`config.mk`:
```
export PLATFORM = sky130hd
export DESIGN_NAME = keypad_event_scanner
export DESIGN_NICKNAME = d
export VERILOG_FILES = /design/src/rtl/keypad_event_scanner.sv
export SDC_FILE = /design/constraint.sdc
export NUM_CORES = 1
export LEC_CHECK = 0
export ABC_AREA = 1
export BUFFER_PORTS_ARGS = -buffer_cell sky130_fd_sc_hd__buf_2
export CELL_PAD_IN_SITES_DETAIL_PLACEMENT = 1
export CELL_PAD_IN_SITES_GLOBAL_PLACEMENT = 1
export CORE_MARGIN = 2
export CORE_UTILIZATION = 49
export CTS_BUF_LIST = sky130_fd_sc_hd__clkbuf_16
export CTS_CLUSTER_DIAMETER = 80
export DETAILED_ROUTE_END_ITERATION = 12
export PLACE_DENSITY = 0.9
export SLEW_MARGIN = 20
export SYNTH_ARGS = -nofsm -noshare
export SYNTH_HDL_FRONTEND = slang
export SYNTH_SLANG_ARGS = --single-unit
```
`constraint.sdc`:
```
create_clock -name clk -period 5.4 [get_ports clk]
set_input_delay 0.54 -clock clk [delete_from_list [all_inputs] [get_ports clk]]
set_output_delay 0.54 -clock clk [all_outputs]
set_load 0.02 [all_outputs]
```
`src/rtl/keypad_event_scanner.sv`:
```
// -----------------------------------------------------------------------------
// keypad_event_scanner
//
// Front end for the vending_machine controller. It scans a 4x4 matrix keypad
// one column at a time and resolves each full scan frame to NONE, a single key,
// or MULTI. Frame results are debounced across frames, and the block emits one
// key_valid pulse for each physical press.
//
// Ports
//   clk        system clock
//   reset      asynchronous, active-low reset
//   row[3:0]   keypad rows, active-low (0 = key pressed in the driven column)
//   shift_col  column drive, one-cold active-low (1110 -> 1101 -> 1011 -> 0111)
//   key_code   code of the last accepted key; holds until the next one
//   key_valid  one-cycle pulse when a new press is accepted
//   key_held   high while a debounced key is stable-pressed
// -----------------------------------------------------------------------------
module keypad_event_scanner #(
  parameter int SCAN_DIV       = 50000,  // dwell cycles per column, >= 2
  parameter int DEBOUNCE_SCANS = 4       // identical frames to change state, >= 1
) (
  input  logic       clk,
  input  logic       reset,
  input  logic [3:0] row,
  output logic [3:0] shift_col,
  output logic [3:0] key_code,
  output logic       key_valid,
  output logic       key_held
);

  localparam int CW = $clog2(SCAN_DIV);
  localparam int MW = $clog2(DEBOUNCE_SCANS + 1);

  localparam logic [CW-1:0] DWELL_LAST = CW'(SCAN_DIV - 1);
  localparam logic [MW-1:0] MATCH_MAX  = MW'(DEBOUNCE_SCANS);

  // Frame classes. The saturated hit count (0, 1, 2+) is used directly as
  // the class.
  localparam logic [1:0] RES_NONE  = 2'd0;
  localparam logic [1:0] RES_KEY   = 2'd1;
  localparam logic [1:0] RES_MULTI = 2'd2;

  // present=0 means NONE. The code field is kept at 0 in that case, so a
  // plain equality compares two key states correctly.
  typedef struct packed {
    logic       present;
    logic [3:0] code;
  } key_t;

  localparam key_t KEY_NONE = '0;

  // Key map: row r is bit r and column c is bit c. The codes E/F/D carry
  // fixed meaning in the controller.
  function automatic logic [3:0] key_lookup(input logic [1:0] r, input logic [1:0] c);
    logic [3:0] code;
    case ({r, c})
      4'h0: code = 4'h1;  4'h1: code = 4'h2;  4'h2: code = 4'h3;  4'h3: code = 4'hA;
      4'h4: code = 4'h4;  4'h5: code = 4'h5;  4'h6: code = 4'h6;  4'h7: code = 4'hB;
      4'h8: code = 4'h7;  4'h9: code = 4'h8;  4'hA: code = 4'h9;  4'hB: code = 4'hC;
      4'hC: code = 4'hE;  4'hD: code = 4'h0;  4'hE: code = 4'hF;  4'hF: code = 4'hD;
      default: code = 4'h0;
    endcase
    return code;
  endfunction

  logic [CW-1:0] dwell_cnt;
  logic [1:0]    col_idx;
  logic [1:0]    acc_hits;   // saturating count of low intersections so far
  logic [3:0]    acc_code;   // code of the single hit seen so far, if any
  key_t          cand;
  key_t          stable;
  logic [MW-1:0] match_cnt;

  logic [3:0]    col_low;
  logic [2:0]    col_sum;
  logic [1:0]    col_hits;
  logic [1:0]    hit_row;
  logic [2:0]    tot_sum;
  logic [1:0]    frame_hits;
  logic [3:0]    frame_code;
  key_t          result;
  key_t          next_cand;
  logic [MW-1:0] next_match;
  logic          promote;

  // Evaluate the column currently being sampled, folded into the frame so far.
  always_comb begin
    // NOTE: each always_comb output is assigned a default first, so every path
    // drives it and no latch is inferred.
    col_low = ~row;
    col_sum = 3'(col_low[0]) + 3'(col_low[1]) + 3'(col_low[2]) + 3'(col_low[3]);
    col_hits = (col_sum >= 3'd2) ? RES_MULTI : col_sum[1:0];

    hit_row = 2'd0;
    for (int r = 3; r >= 0; r--) begin
      if (col_low[r]) hit_row = 2'(r);
    end

    tot_sum    = {1'b0, acc_hits} + {1'b0, col_hits};
    frame_hits = (tot_sum >= 3'd2) ? RES_MULTI : tot_sum[1:0];
    frame_code = (col_hits == RES_KEY) ? key_lookup(hit_row, col_idx) : acc_code;
  end

  // Debounce next state. This result is committed only at frame end.
  always_comb begin
    result = KEY_NONE;
    if (frame_hits == RES_KEY) result = '{present: 1'b1, code: frame_code};

    next_cand  = cand;
    next_match = match_cnt;
    if (frame_hits == RES_MULTI) begin
      next_match = '0;             // a chord breaks the run but keeps the candidate
    end else if (result == cand) begin
      if (match_cnt != MATCH_MAX) next_match = match_cnt + MW'(1);
    end else begin
      next_cand  = result;
      next_match = MW'(1);
    end

    promote = (next_match == MATCH_MAX) && (next_cand != stable);
  end

  always_ff @(posedge clk or negedge reset) begin
    if (!reset) begin
      dwell_cnt <= '0;
      col_idx   <= 2'd0;
      shift_col <= 4'b1110;
      acc_hits  <= RES_NONE;
      acc_code  <= 4'h0;
      cand      <= KEY_NONE;
      stable    <= KEY_NONE;
      match_cnt <= '0;
      key_code  <= 4'h0;
      key_valid <= 1'b0;
      key_held  <= 1'b0;
    end else begin
      // NOTE: sequential state uses non-blocking assignments only. Every read
      // in this block therefore sees the value from before the edge.
      key_valid <= 1'b0;
      if (dwell_cnt == DWELL_LAST) begin
        // The row has settled for the whole dwell. Sample it, then move to the next column.
        dwell_cnt <= '0;
        col_idx   <= col_idx + 2'd1;
        shift_col <= {shift_col[2:0], shift_col[3]};
        if (col_idx == 2'd3) begin
          acc_hits  <= RES_NONE;
          acc_code  <= 4'h0;
          cand      <= next_cand;
          match_cnt <= next_match;
          if (promote) begin
            stable   <= next_cand;
            key_held <= next_cand.present;
            if (next_cand.present) begin
              key_code <= next_cand.code;
              // Pulse only on a press from NONE. A roll between keys updates
              // the code silently.
              key_valid <= !stable.present;
            end
          end
        end else begin
          acc_hits <= frame_hits;
          acc_code <= frame_code;
        end
      end else begin
        dwell_cnt <= dwell_cnt + CW'(1);
      end
    end
  end

endmodule

```
==> results of run 1 <==
-- registers in the layout (all words and copies together), names as in the netlist --
signal	count
dwell_cnt	16
stable	5
match_cnt	3
acc_code	4
shift_col	4
acc_hits	2
cand	5
col_idx	2
key_valid	1
key_code	4
-- power breakdown --
group / total (mW) / internal [mW] / switching, mW / leakage (nW)
clock network: 0.292 / 0.167 / 0.124 / 0.0724
logic: 0.0949 / 0.0282 / 0.0667 / 0.953
registers: 0.345 / 0.345 / 0 / 0.544
-- layout make-up --
| type | count | area [um2] | area share |
|---|---|---|---|
| inverters | 54 | 210 | 0.0687 |
| flip-flops and latches | 46 | 1150 | 0.378 |
| multi-input cells | 234 | 1390 | 0.454 |
| repair buffers | 15 | 77.6 | 0.0254 |
| clock buffers | 5 | 125 | 0.0409 |
| clock inverters | 3 | 12.5 | 0.00409 |
| well taps | 72 | 90.1 | 0.0295 |
-- logic make-up (layout without fill, tap and decap cells) --
logic type / Yosys count / in the layout
AND/OR/NAND/NOR: 170 / 170
AO/OA/AOI/OAI: 42 / 42
buffers and inverters: 56 / 77
flip-flops: 46 / 46
XOR/XNOR: 7 / 7
adder cells (fa/ha/maj): 15 / 15
-- critical path, stage by stage --
cell	delay, ns
buf_2	0.15
fa_1	0.53
inv_1	0.04
ha_1	0.19
inv_1	0.06
ha_1	0.24
nand2_1	0.08
and3_1	0.15
ha_1	0.14
inv_1	0.05
fa_1	0.49
nand2_2	0.12
inv_4	0.15
nand2_4	0.09
xor2_1	0.15
inv_1	0.07
a21oi_2	0.11
nand3_2	0.11
nor2_4	0.17
nand2_1	0.11
nor2_2	0.16
nand3_4	0.15
nand2_1	0.10
o21ai_1	0.06
-- stage by stage --
step / hold WS (ns) / area, um2 / setup WS, ns
3_3_place_gp: 0.443 / 2920 / 1.21
5_1_grt: 0.307 / 3060 / 1.06
2_1_floorplan: 0.244 / 2760 / 1.60
3_5_place_dp: 0.461 / 2920 / 1.03
4_1_cts: 0.475 / 3060 / 1.34
6_report: 0.252 / 3060 / 1.35
-- synth_stat cells, drive strengths merged --
| library cell | number |
|---|---|
| nand4 | 10 |
| nor4 | 1 |
| nor3 | 6 |
| o21ai | 26 |
| a2111oi | 1 |
| xnor2 | 2 |
| clkbuf | 2 |
| nand3 | 22 |
| dfrtp | 43 |
| xor2 | 5 |
| a21oi | 9 |
| o22ai | 3 |
| nand3b | 1 |
| ha | 13 |
| nand2 | 101 |
| dfstp | 3 |
| a31oi | 1 |
| o211ai | 1 |
| o21a | 1 |
| inv | 52 |
| clkinv | 2 |
| and3 | 3 |
| or2 | 2 |
| fa | 2 |
| nor2 | 24 |
-- routing by layer --
metal / part of all wire / global-route usage / up-vias
met2: 0.50 / 0.378 / 14
met3: 0.018 / 0.0420 / 6
met5: 0 / 0 / -
li1: - / - / 1114
met1: 0.47 / 0.280 / 1085
met4: 0.0097 / 0.0500 / 0
-- worst min path at each step --
stage / start / depth (start not counted) / slack (ns) / end
global route: reset / 1 / 0.31 / col_idx[0]
finish: reset / 1 / 0.25 / acc_code[3]
detailed placement: key_code[3] / 2 / 0.46 / key_code[3]
floorplan: reset / 0 / 0.24 / acc_code[0]
CTS: key_code[3] / 2 / 0.47 / key_code[3]
global placement: dwell_cnt[0] / 1 / 0.44 / dwell_cnt[0]
==> metrics.txt, run 1 <==
# TYPE chip_impl_metric gauge
chip_impl_metric{name="dr_total_vias",unit=""} 2219
chip_impl_metric{name="worst-path-max-fanout",unit=""} 10
chip_impl_metric{name="timing.reg2reg.setup_slack",unit="ns"} 2.64
chip_impl_info{name="r2r_start",value="acc_hits[0]"} 1
chip_impl_info{name="hold_class",value="in -> async"} 1
chip_impl_metric{name="post_synth_and_or_nand_nor_area_fraction",unit=""} 0.313
chip_impl_metric{name="layout.nets",unit=""} 377
chip_impl_metric{name="cts_max_level",unit=""} 2
chip_impl_info{name="ctsRootBufferMaster",value="clkbuf_16"} 1
chip_impl_metric{name="std_cell_rows",unit=""} 27
chip_impl_info{name="combinational_family_with_the_most_area_after_synthesis",value="simple AND/OR/NAND/NOR gates"} 1
chip_impl_metric{name="power.leakage",unit="nW"} 1.57
chip_impl_info{name="most_common_cell_after_layout_fill_and_taps_aside",value="nand2_1"} 1
chip_impl_metric{name="synth_sequential_area_ratio",unit=""} 0.418
chip_impl_info{name="yosys-top-cells-area",value="dfrtp_1 39%, nand2_1 12%, inv_1 6.9%"} 1
chip_impl_metric{name="clkLatencyLatePin",unit="ns"} 0.28
chip_impl_metric{name="post-dp-hpwl",unit="um"} 4540
chip_impl_metric{name="ir_drop",unit="mV"} 0.174
chip_impl_metric{name="drive_gt1_frac",unit=""} 0.174
chip_impl_info{name="critPathLaunch",value="row[0]"} 1
chip_impl_info{name="status",value="finished clean"} 1
chip_impl_info{name="worstSetupPathType",value="in -> reg"} 1
chip_impl_metric{name="floorplan.die.height",unit="um"} 79.1
chip_impl_metric{name="dieArea",unit="um2"} 6250
chip_impl_metric{name="final_max_slew_viol_count",unit=""} 0
chip_impl_metric{name="antenna_diodes",unit=""} 0
chip_impl_metric{name="start_util",unit=""} 0.504
chip_impl_metric{name="detail-route-antenna-nets",unit=""} 0
chip_impl_metric{name="drc",unit=""} 0
chip_impl_metric{name="route.detailed.vias_per_inst",unit=""} 5.17
chip_impl_metric{name="cts_buffer_depth",unit=""} 2
chip_impl_metric{name="finalSetupTns",unit="ns"} 0
chip_impl_metric{name="grt_start_max_net_pins",unit=""} 47
chip_impl_metric{name="first_global_vias",unit=""} 2308
chip_impl_metric{name="dr.pass1.iters",unit=""} 4
chip_impl_metric{name="finalWirelength",unit="um"} 6080
chip_impl_metric{name="cts-buffers-inserted",unit=""} 5
chip_impl_metric{name="ys_warn_count",unit=""} 0
chip_impl_metric{name="power.density_cell_area",unit="nW/um2"} 239
chip_impl_metric{name="setup_viol_count_final",unit=""} 0
chip_impl_metric{name="max_freq",unit="MHz"} 247
chip_impl_metric{name="placedCellCount",unit=""} 421
chip_impl_metric{name="clock_pin_slew_worst_setup_and_hold_paths",unit="ns"} 0.06
chip_impl_metric{name="grt_first_pass_wirelength",unit="um"} 10600
chip_impl_metric{name="die_x",unit="um"} 79.1
chip_impl_metric{name="total_congestion_overflow_after_global_routing",unit=""} 0
chip_impl_metric{name="syn-mean-instance-area",unit="um2"} 8.21
chip_impl_metric{name="maxSlewHeadroom",unit=""} 0.589
chip_impl_metric{name="postSynthRegisterBits",unit=""} 46
chip_impl_metric{name="cp_data_arrival_time",unit="ns"} 4.22
chip_impl_metric{name="layout.core_utilization",unit=""} 0.559
chip_impl_metric{name="portBuffers",unit=""} 15
chip_impl_metric{name="skew",unit="ns"} 0.00694
chip_impl_metric{name="cp.required",unit="ns"} 5.56
chip_impl_metric{name="mappedNetlistArea",unit="um2"} 2760
chip_impl_metric{name="r2r_cells",unit=""} 16
chip_impl_info{name="r2r_end",value="stable[3]"} 1
chip_impl_metric{name="totalPowerFinal",unit="mW"} 0.731
chip_impl_metric{name="post_synth_fa_ha_maj_area_fraction",unit=""} 0.0734
chip_impl_metric{name="area.growth.synth_to_final",unit="%"} 10.8
chip_impl_metric{name="fill_cell_count",unit=""} 694
chip_impl_info{name="critical_path.endpoint_type",value="flip-flop"} 1
chip_impl_metric{name="floorplan.io_pins",unit=""} 16
chip_impl_info{name="worst_setup_path_endpoint",value="stable[3]"} 1
chip_impl_metric{name="cts_sinks",unit=""} 46
chip_impl_info{name="layout.cells.most_common_list",value="88 x nand2_1, 52 x inv_1, 43 x dfrtp_1"} 1
chip_impl_metric{name="cts_resized",unit=""} 0
chip_impl_metric{name="mapped_nets",unit=""} 357
chip_impl_metric{name="final-instance-count-excl-fill",unit=""} 429
chip_impl_metric{name="max_slew.worst_pin.slew",unit="ns"} 0.616
chip_impl_metric{name="track_usage",unit=""} 0.217
chip_impl_metric{name="timing.final.crit_period",unit="ns"} 4.05
chip_impl_metric{name="synth-xor-area-share",unit=""} 0.0222
chip_impl_metric{name="synth_top_area_share",unit=""} 0.390
chip_impl_info{name="synth.largest_area_cell",value="dfrtp_1"} 1
chip_impl_metric{name="fp.coreArea",unit="um2"} 5470
chip_impl_info{name="tritoncts_clock_tree",value="yes"} 1
chip_impl_info{name="start_kind",value="primary input"} 1
chip_impl_metric{name="post-cts-setup-buffers",unit=""} 0
chip_impl_metric{name="drt-initial-drc-count",unit=""} 101
chip_impl_metric{name="post-route-period-util",unit=""} 0.750
chip_impl_metric{name="cts_hold_repair.buffers",unit=""} 0
chip_impl_metric{name="synthesis.instances",unit=""} 336
chip_impl_metric{name="grt_antenna_before_repair",unit=""} 0
chip_impl_metric{name="synth_compound_gate_area_share",unit=""} 0.0938
chip_impl_metric{name="yosys-mux-area-fraction",unit=""} 0
chip_impl_metric{name="route.detailed.wl_per_inst",unit="um"} 14.2
chip_impl_metric{name="timing.max_cap.violations",unit=""} 0
chip_impl_metric{name="timing_hold_violations_final",unit=""} 0
chip_impl_metric{name="finalWeightedCongestion",unit=""} 0.848
chip_impl_metric{name="post_synth_num_cell_types",unit=""} 38
chip_impl_info{name="grt_setup_unrepaired",value="false"} 1
(Power assumes the default switching activity.)
==> inputs of run 2 (changes only) <==
--- a/config.mk
+++ b/config.mk
@@ -10,11 +10,11 @@
 export CELL_PAD_IN_SITES_DETAIL_PLACEMENT = 1
 export CELL_PAD_IN_SITES_GLOBAL_PLACEMENT = 1
 export CORE_MARGIN = 2
-export CORE_UTILIZATION = 49
+export CORE_UTILIZATION = 46
 export CTS_BUF_LIST = sky130_fd_sc_hd__clkbuf_16
 export CTS_CLUSTER_DIAMETER = 80
 export DETAILED_ROUTE_END_ITERATION = 12
-export PLACE_DENSITY = 0.9
+export PLACE_DENSITY = 0.85
 export SLEW_MARGIN = 20
 export SYNTH_ARGS = -nofsm -noshare
 export SYNTH_HDL_FRONTEND = slang
==> constraint.sdc (replaced) <==
create_clock -name clk -period 4.1 [get_ports clk]
set_input_delay 0.41 -clock clk [delete_from_list [all_inputs] [get_ports clk]]
set_output_delay 0.41 -clock clk [all_outputs]
set_load 0.02 [all_outputs]
==> run 2 against run 1 <==
Net effect: register-to-register slack got worse by 1.1 ns; die area rose by 6.2%; utilization fell by 3.1 points; non-clock buffer count rose by 3.
==> metrics.txt, run 2 (synthesis gave the netlist of run 1 again) <==
# TYPE chip_impl_metric gauge
chip_impl_info{name="most_common_cell_after_layout_fill_and_taps_aside",value="nand2_1"} 1
chip_impl_metric{name="finalWeightedCongestion",unit=""} 0.859
chip_impl_metric{name="timing_hold_violations_final",unit=""} 0
chip_impl_metric{name="max_freq",unit="MHz"} 264
chip_impl_metric{name="dieArea",unit="um2"} 6640
chip_impl_metric{name="power.leakage",unit="nW"} 1.58
chip_impl_metric{name="cts_resized",unit=""} 0
chip_impl_metric{name="clkLatencyLatePin",unit="ns"} 0.29
chip_impl_metric{name="r2r_cells",unit=""} 17
chip_impl_metric{name="final_max_slew_viol_count",unit=""} 0
chip_impl_metric{name="ir_drop",unit="mV"} 0.172
chip_impl_info{name="critical_path.endpoint_type",value="flip-flop"} 1
chip_impl_metric{name="dp_slack",unit="ns"} -0.0325
chip_impl_metric{name="clock_pin_slew_worst_setup_and_hold_paths",unit="ns"} 0.06
chip_impl_metric{name="floorplan.die.height",unit="um"} 81.5
chip_impl_metric{name="drive_gt1_frac",unit=""} 0.183
chip_impl_metric{name="max_slew.worst_pin.slew",unit="ns"} 0.603
chip_impl_metric{name="worst-path-max-fanout",unit=""} 10
chip_impl_metric{name="portBuffers",unit=""} 15
chip_impl_metric{name="power.density_cell_area",unit="nW/um2"} 318
chip_impl_metric{name="total_congestion_overflow_after_global_routing",unit=""} 0
chip_impl_info{name="hold_class",value="in -> async"} 1
chip_impl_info{name="worstSetupPathType",value="in -> reg"} 1
chip_impl_metric{name="first_global_vias",unit=""} 2279
chip_impl_metric{name="drt-initial-drc-count",unit=""} 48
chip_impl_metric{name="track_usage",unit=""} 0.206
chip_impl_metric{name="route.detailed.wl_per_inst",unit="um"} 14.1
chip_impl_metric{name="layout.nets",unit=""} 380
chip_impl_metric{name="start_util",unit=""} 0.472
chip_impl_metric{name="grt_start_max_net_pins",unit=""} 47
chip_impl_info{name="ctsRootBufferMaster",value="clkbuf_16"} 1
chip_impl_metric{name="post-route-period-util",unit=""} 0.925
chip_impl_metric{name="dr_total_vias",unit=""} 2208
chip_impl_metric{name="cts_sinks",unit=""} 46
chip_impl_metric{name="cp.required",unit="ns"} 4.28
chip_impl_metric{name="timing.max_cap.violations",unit=""} 0
chip_impl_metric{name="grt_antenna_before_repair",unit=""} 0
chip_impl_metric{name="area.growth.synth_to_final",unit="%"} 11.9
chip_impl_metric{name="post-cts-setup-buffers",unit=""} 0
chip_impl_info{name="r2r_start",value="acc_hits[0]"} 1
chip_impl_info{name="max_flop_register",value="dwell_cnt"} 1
chip_impl_metric{name="cp_data_arrival_time",unit="ns"} 3.97
chip_impl_metric{name="grt_first_pass_wirelength",unit="um"} 10400
chip_impl_info{name="tritoncts_clock_tree",value="yes"} 1
chip_impl_metric{name="route.detailed.vias_per_inst",unit=""} 5.08
chip_impl_metric{name="finalSetupTns",unit="ns"} 0
chip_impl_metric{name="cts_hold_repair.buffers",unit=""} 0
chip_impl_metric{name="setup_slack",unit="ns"} 0.307
chip_impl_metric{name="detail-route-antenna-nets",unit=""} 0
chip_impl_metric{name="fin_hold_ws",unit="ns"} 0.120
chip_impl_metric{name="cts_buffer_depth",unit=""} 2
chip_impl_metric{name="cts-buffers-inserted",unit=""} 5
chip_impl_info{name="status",value="finished clean"} 1
chip_impl_metric{name="largest_register_ffs",unit=""} 16
chip_impl_metric{name="std_cell_rows",unit=""} 28
chip_impl_metric{name="finalWirelength",unit="um"} 6120
chip_impl_metric{name="skew",unit="ns"} 0.00420
chip_impl_info{name="r2r_end",value="stable[0]"} 1
chip_impl_metric{name="setup_viol_count_final",unit=""} 0
chip_impl_metric{name="die_x",unit="um"} 81.5
chip_impl_info{name="layout_top_registers",value="dwell_cnt: 16 flops, cand: 5 flops, stable: 5 flops"} 1
chip_impl_metric{name="timing.reg2reg.setup_slack",unit="ns"} 1.52
chip_impl_info{name="start_kind",value="primary input"} 1
chip_impl_metric{name="dr.pass1.iters",unit=""} 4
chip_impl_metric{name="antenna_diodes",unit=""} 0
chip_impl_metric{name="post-dp-hpwl",unit="um"} 4620
chip_impl_metric{name="fp.coreArea",unit="um2"} 5850
chip_impl_info{name="grt_setup_unrepaired",value="false"} 1
chip_impl_info{name="layout.cells.most_common_list",value="88 x nand2_1, 51 x inv_1, 43 x dfrtp_1"} 1
chip_impl_metric{name="drc",unit=""} 0
chip_impl_metric{name="cts_max_level",unit=""} 2
chip_impl_metric{name="timing.final.crit_period",unit="ns"} 3.79
chip_impl_metric{name="maxSlewHeadroom",unit=""} 0.597
chip_impl_metric{name="floorplan.io_pins",unit=""} 16
## run 2: cell types whose count changed in the layout (fill, tap and decap cells not counted)
| cell | before | now |
|---|---|---|
| clkinvlp_4 | 0 | 1 |
| o21ai_0 | 20 | 19 |
| buf_4 | 1 | 4 |
| o21ai_1 | 5 | 6 |
| inv_1 | 52 | 51 |
## run 2: worst max-delay path, cell delays in order
cell and delay (ns):
buf_2 0.14, fa_1 0.53, inv_1 0.05, ha_1 0.20, inv_1 0.06, ha_1 0.25
nand2_1 0.09, and3_1 0.14, ha_1 0.13, inv_1 0.05, fa_1 0.50, nand2_2 0.08
inv_4 0.12, nand2_4 0.09, clkinv_4 0.08, nand3_2 0.09, nand2_1 0.08, nand2_2 0.09
or2_0 0.24, nand3_2 0.07, nor2_2 0.05, nand2_4 0.11, nand3_4 0.13, nand2_1 0.09
o21ai_1 0.06
## run 2: worst max-delay path by stage
stage / slack, ns / endpoint / cells past startpoint / startpoint
3_3_place_gp: 0.18 / key_code[1] / 25 / row[0]
3_5_place_dp: -0.03 / stable[0] / 24 / row[0]
5_1_grt: 0.006 / stable[2] / 25 / row[0]
2_1_floorplan: 0.43 / stable[3] / 23 / row[0]
6_report: 0.31 / stable[0] / 25 / row[0]
4_1_cts: 0.28 / stable[0] / 24 / row[0]
## run 2: report_power, final
part           leakage, nW  switching (mW)  total (mW)  internal, mW
sequential           0.544               0       0.454         0.454
combinational        0.967          0.0904       0.133        0.0422
clock               0.0672           0.172       0.395         0.223
total                 1.58           0.262       0.981         0.719
## run 2: through the flow
stage               cells  instance area (um2)  utilization  power (mW)
global route          435                 3090        0.528        1.03
detailed placement    427                 2940        0.503       0.596
CTS                   435                 3090        0.527       0.991
global placement      427                 2940        0.503       0.589
floorplan             336                 2760            -       0.552
finish                435                 3090        0.528       0.981
## run 2: layout make-up
| type | count | area, um2 |
|---|---|---|
| timing repair buffer | 18 | 100 |
| tap | 75 | 93.8 |
| clock buffer | 5 | 125 |
| clock inverter | 3 | 16.3 |
| sequential | 46 | 1150 |
| multi-input combinational | 234 | 1390 |
| inverter | 54 | 210 |
| fill | 756 | 2760 |
## run 2: layer usage
layer,GRT usage,vias to the layer above,part of all wire
met5,0,-,0
li1,-,1122,-
met1,0.253,1065,0.44
met2,0.375,17,0.53
met4,0.0492,0,0.0085
met3,0.0363,4,0.022
